## src/rtl/led_pkg.sv

```systemverilog
// led_pkg: shared constants and helpers for the LED bar-graph peak driver.
//   MODE_BAR / MODE_DOT : values of the display-mode input.
//   PWM_BITS            : width of the brightness input and PWM counter.
//   level_width()       : number of bits needed to index one of n LEDs.
package led_pkg;

    localparam logic MODE_BAR = 1'b0;
    localparam logic MODE_DOT = 1'b1;
    localparam int   PWM_BITS = 4;

    function automatic int level_width(input int n);
        return $clog2(n);
    endfunction

endpackage

```

## src/rtl/led_bargraph_peak_if.sv

```systemverilog
// led_bargraph_peak_if: sample/control bundle between the meter datapath
// (master) and the LED driver (slave).
//   sample, sample_valid, mode : master -> slave
//   brightness                 : master -> slave, only with LED_PWM_DIM_EN
//   led, peak_level            : slave -> master
interface led_bargraph_peak_if #(
    parameter int IN_WIDTH = 8,
    parameter int NLEDS    = 8
) ();
    import led_pkg::*;

    localparam int LW = level_width(NLEDS);

    logic [IN_WIDTH-1:0] sample;
    logic                sample_valid;
    logic                mode;
`ifdef LED_PWM_DIM_EN
    logic [PWM_BITS-1:0] brightness;
`endif
    logic [NLEDS-1:0]    led;
    logic [LW-1:0]       peak_level;

`ifdef LED_PWM_DIM_EN
    modport master (output sample, sample_valid, mode, brightness, input led, peak_level);
    modport slave  (input sample, sample_valid, mode, brightness, output led, peak_level);
`else
    modport master (output sample, sample_valid, mode, input led, peak_level);
    modport slave  (input sample, sample_valid, mode, output led, peak_level);
`endif

endinterface

```

## src/rtl/led_thermo_enc.sv

```systemverilog
// led_thermo_enc: combinational level -> LED pattern encoder.
//   level   : index of the top lit LED (0 lights LED0)
//   mode    : MODE_BAR lights 0..level, MODE_DOT lights only bit level
//   pattern : NLEDS-wide LED pattern, bit 0 is the lowest LED
module led_thermo_enc #(
    parameter int NLEDS = 8,
    parameter int LW    = 3
) (
    input  logic [LW-1:0]    level,
    input  logic             mode,
    output logic [NLEDS-1:0] pattern
);
    import led_pkg::*;

    // Per-LED compare against the level, shape chosen by mode
    always_comb begin
        pattern = {NLEDS{1'b0}};
        for (int i = 0; i < NLEDS; i++) begin
            case (mode)
                MODE_BAR: pattern[i] = (LW'(i) <= level);
                MODE_DOT: pattern[i] = (LW'(i) == level);
                default:  pattern[i] = 1'b0;
            endcase
        end
    end

endmodule

```

## src/rtl/led_bargraph_peak.sv

```systemverilog
// led_bargraph_peak: LED bar-graph / dot driver with peak-hold marker.
//   clk, rst_n : clock, asynchronous active-low reset
//   bus        : led_bargraph_peak_if.slave (sample, sample_valid, mode,
//                brightness when LED_PWM_DIM_EN is defined; led, peak_level)
// The peak marker holds HOLD_CYCLES after being set or re-armed, then steps
// down one LED every DECAY_CYCLES until it meets the current level.
// Optional feature macro LED_PWM_DIM_EN: PWM-dims the bar/dot pattern by the
// 4-bit brightness input while the peak marker stays at full duty.
module led_bargraph_peak #(
    parameter int IN_WIDTH     = 8,
    parameter int NLEDS        = 8,
    parameter int HOLD_CYCLES  = 50_000_000,
    parameter int DECAY_CYCLES = 5_000_000
) (
    input  logic               clk,
    input  logic               rst_n,
    led_bargraph_peak_if.slave bus
);
    import led_pkg::*;

    localparam int LW   = level_width(NLEDS);
    localparam int CMAX = (HOLD_CYCLES > DECAY_CYCLES) ? HOLD_CYCLES : DECAY_CYCLES;
    localparam int CW   = (CMAX > 1) ? $clog2(CMAX) : 1;
    localparam logic [CW-1:0] HOLD_LOAD  = CW'(HOLD_CYCLES - 1);
    localparam logic [CW-1:0] DECAY_LOAD = CW'(DECAY_CYCLES - 1);

    logic [LW-1:0]    cur_level_r, peak_r;
    logic [LW-1:0]    new_level_s, cur_nxt_s, peak_nxt_s;
    logic [CW-1:0]    hold_cnt_r, hold_nxt_s;
    logic             seen_r, seen_nxt_s;
    logic [NLEDS-1:0] led_r, led_nxt_s, pat_s, pat_gated_s, marker_s;

    // Next-state for level, peak and hold timer in priority order
    always_comb begin
        new_level_s = LW'(bus.sample >> (IN_WIDTH - LW));
        cur_nxt_s   = cur_level_r;
        seen_nxt_s  = seen_r;
        peak_nxt_s  = peak_r;
        hold_nxt_s  = hold_cnt_r;
        if (bus.sample_valid) begin
            cur_nxt_s  = new_level_s;
            seen_nxt_s = 1'b1;
        end else begin
            cur_nxt_s  = cur_level_r;
            seen_nxt_s = seen_r;
        end
        // Decay compares against the registered level; a lower sample on the
        // same cycle only lowers cur_level, so peak >= cur_level still holds.
        if (bus.sample_valid && (new_level_s >= peak_r)) begin
            peak_nxt_s = new_level_s;
            hold_nxt_s = HOLD_LOAD;
        end else if (hold_cnt_r != {CW{1'b0}}) begin
            hold_nxt_s = hold_cnt_r - CW'(1);
        end else if (peak_r > cur_level_r) begin
            peak_nxt_s = peak_r - LW'(1);
            hold_nxt_s = DECAY_LOAD;
        end else begin
            peak_nxt_s = peak_r;
            hold_nxt_s = hold_cnt_r;
        end
    end

    led_thermo_enc #(
        .NLEDS (NLEDS),
        .LW    (LW)
    ) u_enc (
        .level   (cur_nxt_s),
        .mode    (bus.mode),
        .pattern (pat_s)
    );

`ifdef LED_PWM_DIM_EN
    logic [PWM_BITS-1:0] pwm_cnt_r;

    // Free-running PWM phase counter
    always_ff @(posedge clk or negedge rst_n) begin
        if (!rst_n) begin
            pwm_cnt_r <= {PWM_BITS{1'b0}};
        end else begin
            pwm_cnt_r <= pwm_cnt_r + PWM_BITS'(1);
        end
    end
`endif

    // Pattern dimming and composition with the full-duty peak marker
    always_comb begin
        marker_s = {{(NLEDS-1){1'b0}}, 1'b1} << peak_nxt_s;
`ifdef LED_PWM_DIM_EN
        if (pwm_cnt_r < bus.brightness) begin
            pat_gated_s = pat_s;
        end else begin
            pat_gated_s = {NLEDS{1'b0}};
        end
`else
        pat_gated_s = pat_s;
`endif
        if (seen_nxt_s) begin
            led_nxt_s = pat_gated_s | marker_s;
        end else begin
            led_nxt_s = {NLEDS{1'b0}};
        end
    end

    // State and output registers
    always_ff @(posedge clk or negedge rst_n) begin
        if (!rst_n) begin
            cur_level_r <= {LW{1'b0}};
            peak_r      <= {LW{1'b0}};
            hold_cnt_r  <= {CW{1'b0}};
            seen_r      <= 1'b0;
            led_r       <= {NLEDS{1'b0}};
        end else begin
            cur_level_r <= cur_nxt_s;
            peak_r      <= peak_nxt_s;
            hold_cnt_r  <= hold_nxt_s;
            seen_r      <= seen_nxt_s;
            led_r       <= led_nxt_s;
        end
    end

    assign bus.led        = led_r;
    assign bus.peak_level = peak_r;

endmodule

```

## src/flat_wrapper.sv

```systemverilog
// flat-port wrapper written by rule: the top's interface ports become plain ports
module led_bargraph_peak_flat import led_pkg::*;
#(
    parameter int IN_WIDTH     = 8,
    parameter int NLEDS        = 8,
    parameter int HOLD_CYCLES  = 50_000_000,
    parameter int DECAY_CYCLES = 5_000_000
)
  (clk, rst_n, bus_sample, bus_sample_valid, bus_mode, bus_led, bus_peak_level);
  led_bargraph_peak_if #(.IN_WIDTH(IN_WIDTH), .NLEDS(NLEDS)) bus_i ();
  input  logic clk;
  input  logic rst_n;
  input wire logic [$bits(bus_i.sample)-1:0] bus_sample;
  input wire logic [$bits(bus_i.sample_valid)-1:0] bus_sample_valid;
  input wire logic [$bits(bus_i.mode)-1:0] bus_mode;
  output wire logic [$bits(bus_i.led)-1:0] bus_led;
  output wire logic [$bits(bus_i.peak_level)-1:0] bus_peak_level;
  assign bus_i.sample = bus_sample;
  assign bus_i.sample_valid = bus_sample_valid;
  assign bus_i.mode = bus_mode;
  assign bus_led = bus_i.led;
  assign bus_peak_level = bus_i.peak_level;
  led_bargraph_peak #(.IN_WIDTH(IN_WIDTH), .NLEDS(NLEDS), .HOLD_CYCLES(HOLD_CYCLES), .DECAY_CYCLES(DECAY_CYCLES)) u_core (.clk(clk), .rst_n(rst_n), .bus(bus_i));
endmodule
```

## config.mk

```make
export PLATFORM = sky130hd
export DESIGN_NAME = led_bargraph_peak_flat
export DESIGN_NICKNAME = d
export VERILOG_FILES = /design/src/rtl/led_pkg.sv /design/src/rtl/led_bargraph_peak_if.sv /design/src/rtl/led_thermo_enc.sv /design/src/rtl/led_bargraph_peak.sv /design/src/flat_wrapper.sv
export SDC_FILE = /design/constraint.sdc
export NUM_CORES = 1
export LEC_CHECK = 0
export CORE_UTILIZATION = 40
export CTS_CLUSTER_DIAMETER = 40
export DETAILED_ROUTE_END_ITERATION = 10
export SLEW_MARGIN = 30
export SYNTH_ARGS = -nofsm -noshare
export SYNTH_HDL_FRONTEND = slang
export SYNTH_SLANG_ARGS = --single-unit
export TNS_END_PERCENT = 20
```

## constraint.sdc

```tcl
create_clock -name clk -period 6.88 [get_ports clk]
set_clock_uncertainty 0.1 [all_clocks]
set_input_delay 0.688 -clock clk [delete_from_list [all_inputs] [get_ports clk]]
set_output_delay 0.688 -clock clk [all_outputs]
set_load 0.05 [all_outputs]
```

==> flow_metrics.tcl <==
set metrics [dict create \
    p_comb_frac 0.405 \
    detailroute.via_count 1811 \
    synth_ff_type "dfrtp_1" \
    timing.critical_path.mode_cell "inv_1" \
    row_count 26 \
    crit_path_max_fanout 16 \
    cts_tree "done" \
    groute.usage.overall 0.190 \
    antenna_found_initial 0 \
    run_status "finished, final reports clean" \
    post_synth_instance_area_mm2 0.00226 \
    worst_path_max_delay_cell "clkdlybuf4s50_1" \
    dpl.hpwl_um 3530 \
    worst_setup_path_end_kind "flop" \
    drc 0 \
    utilization 0.500 \
    criticalPathCategory "input pin to flop" \
    post_synth.cell_area_avg_um2 9.49 \
    wl_final_um 5080 \
    timing.max_slew.rel_slack 0.587 \
    power.density_mw_per_mm2 350 \
    worstPathRequired_ns 6.96 \
    met2_length_um 2110 \
    route.met3.wl_um 196 \
    final_setup_violating_endpoints 0 \
    cap_viol_max_count 0 \
    critical_path.max_stage_delay_ns 0.51 \
    place.gp.congestion 0.782 \
    postSynthRegisterBits 41 \
    ctsHoldBuffers 0 \
    r2r-start "u_core.hold_cnt_r[0]$_DFFE_PN0P_" \
    pin_count 23 \
    highest-signal-layer "met4" \
    pwr-share-seq 0.342 \
    cts_made_buffers 5 \
    die_area_mm2 0.00595 \
    drt_pre_antenna_iters 4 \
    clock_slew_seen_by_the_registers_of_the_worst_setup_and_hold_paths_ns 0.09 \
    grt_setup_unrepaired "no" \
    worst_skew_pair.late_latency_ns 0.30 \
    coreArea_mm2 0.00527 \
    finalSetupTns_ns 0 \
    cts_post_setup_buffers_inserted 0 \
    final-hold-violation-count 0 \
    p_int_w 0.000556 \
    yosysWarnings 0 \
    timing.critical_path.from "bus_sample[5]" \
    finalWorstPathRequiredPeriod_ns 3.30 \
    postSynthCellCount 238 \
    port-buffer-count 17 \
    start_kind "input pin" \
    holdCritPathClass "input pin to async pin" \
    clock_tree.htree_level_count 2 \
    synth_seq_area_share 0.454 \
    cts-root-to-sink-buffers 2 \
    ratio_of_cells_with_drive_above_1_in_the_final_layout 0.0698 \
    max_clock_freq_ghz 0.303 \
    count_of_routing_violations_after_the_opening_detailed_route_iteration 130 \
    area_growth_pct 16.7 \
    synth_nets 258 \
    crit_arrival_ns 3.38 \
    clock_sinks 41 \
    worstPathCellList "clkdlybuf4s50_1 > inv_1 > ha_1 > nand2b_1 > a211oi_1 > or2_2 > a31o_1 > inv_1 > o41ai_1" \
    final_min_period_over_clock_period 0.480 \
    final-max-slew-violation-count 0 \
    synth-async-reset-ratio 1.00 \
    cts_repair_resize_count 0 \
    detail-route-antenna-nets 0 \
    via_count_of_the_first_global_routing_pass 1790 \
    nets 277 \
    die_height_um 77.1 \
    drt-vias-per-instance 5.52 \
    dp.cells 320 \
    ff2ff_path_depth 8 \
    synth.lib_cells_used.distinct 47 \
    p_sw_w 0.000365 \
    grt_overflow_total 0 \
    avgRoutedWirePerCell_um 15.5 \
    final_cell_count_no_fill 328 \
    post_synth_edffs 0 \
    worstMarginPinSlew_ns 0.615 \
    initial_standard_cell_utilization_of_the_core 0.429 \
    dieWidth_um 77.1 \
    capturing_point_of_the_worst_reg2reg_path "u_core.bus.led[5]$_DFF_PN0_" \
    timing.reg2reg.setup_slack_ns 3.70 \
    grt_first_pass_wirelength_um 8860 \
    worst_ir_drop_vdd_v 0.000149 \
    p_sw_frac 0.396 \
    leakage_power_total_nw 0.999 \
    cts.root.buffer_cell "clkbuf_8" \
    p_clk_frac 0.253 \
    wl_met1_um 2710 \
    antenna_cells 0 \
    maximum_number_of_pins_on_one_net_before_global_route_repair 42 \
]
-- kinds of logic (layout without fill, tap and decap cells) --
logic type	after synthesis	after routing	synth area share
fa+ha+maj	8	8	0.0443
compound gates	58	58	0.177
simple gates	95	95	0.229
mux	2	2	0.00942
xor+xnor	13	13	0.0504
buf+inv	21	41	0.0355
flops	41	41	0.454
-- how the worst max path moves through the flow --
stage | depth (start not counted) | endpoint | slack, ns
after floorplan | 6 | u_core.bus.led[4]$_DFF_PN0_ | 4.13
final | 9 | u_core.bus.led[0]$_DFF_PN0_ | 3.58
after CTS | 9 | u_core.bus.led[0]$_DFF_PN0_ | 3.59
after global routing | 9 | u_core.bus.led[1]$_DFF_PN0_ | 3.26
after global placement | 9 | u_core.bus.led[0]$_DFF_PN0_ | 3.31
after detailed placement | 9 | u_core.bus.led[0]$_DFF_PN0_ | 3.31
-- worst max-delay path: cells and delay by family --
family	cells	cell delay, ns
buf+inv	3	0.70
compound gates	3	1.18
simple gates	2	0.56
fa+ha+maj	1	0.25
-- cell usage after synthesis, types with 2 or more instances --
cell type / n / area share
or4_1: 8 / 0.027
a32o_1: 3 / 0.013
nor4_1: 6 / 0.017
clkbuf_1: 6 / 0.010
o21ai_0: 18 / 0.040
o41ai_1: 4 / 0.016
nand3b_1: 2 / 0.0066
nor3_1: 13 / 0.029
inv_1: 13 / 0.022
ha_1: 8 / 0.044
dfrtp_1: 41 / 0.45
a211oi_1: 2 / 0.0066
nor4b_1: 2 / 0.0078
o211ai_1: 6 / 0.020
a21oi_1: 10 / 0.022
a21o_1: 2 / 0.0066
xor2_1: 7 / 0.027
xnor2_1: 6 / 0.023
nand2_1: 21 / 0.035
or3_1: 7 / 0.019
nor2_1: 18 / 0.030
o21a_1: 3 / 0.010
nor3b_1: 2 / 0.0066
or2_2: 2 / 0.0055
nand2b_1: 6 / 0.017
-- layer usage --
metal,track usage,vias up
li1,-,904
met1,0.285,867
met2,0.268,35
met3,0.0381,5
met4,0.0642,0
met5,0,-
-- power groups by stage --
stage | Sequential (W) | Clock [W] | Combinational, W
after floorplan | 0.000404 | 0 | 0.000170
after global placement | 0.000319 | 0 | 0.000371
after detailed placement | 0.000320 | 0 | 0.000373
after CTS | 0.000315 | 0.000238 | 0.000375
after global routing | 0.000322 | 0.000249 | 0.000408
final | 0.000315 | 0.000233 | 0.000373
-- flip-flops by register name, summed over array words and instances, names as in the netlist --
register / cells
u_core.hold_cnt_r: 26
u_core.bus.led: 8
u_core.cur_level_r: 3
u_core.seen_r: 1
u_core.bus.peak_level: 3
-- layout make-up --
type,count,area [um2]
multi-input cells,176,1150
fillers,519,2640
repair buffers,19,183
clock buffers,5,68.8
flip-flops and latches,41,1030
clock inverters,3,65.1
inverters,14,52.6
well taps,70,87.6
-- stage by stage --
stage,cell area (um2),worst slack [ns],hold slack (ns),total power (W)
3_5_place_dp,2500,3.31,0.416,0.000692
4_1_cts,2630,3.59,0.434,0.000927
5_1_grt,2640,3.26,0.294,0.000979
2_1_floorplan,2260,4.13,0.292,0.000574
3_3_place_gp,2500,3.31,0.410,0.000690
6_report,2640,3.58,0.262,0.000921
-- cells in the final DEF, fill, tap and decap left out, types with 4 or more instances in the layout --
| master | count |
|---|---|
| nand2_1 | 21 |
| ha_1 | 8 |
| clkbuf_8 | 5 |
| nand2b_1 | 6 |
| inv_1 | 13 |
| or4_1 | 8 |
| nor3_1 | 13 |
| xor2_1 | 7 |
| o211ai_1 | 6 |
| o21ai_0 | 18 |
| xnor2_1 | 6 |
| nor4_1 | 6 |
| a21oi_1 | 10 |
| nor2_1 | 18 |
| dfrtp_1 | 41 |
| clkdlybuf4s50_1 | 16 |
| o41ai_1 | 4 |
| or3_1 | 7 |
Note: power is estimated with default switching activity, not from simulation.
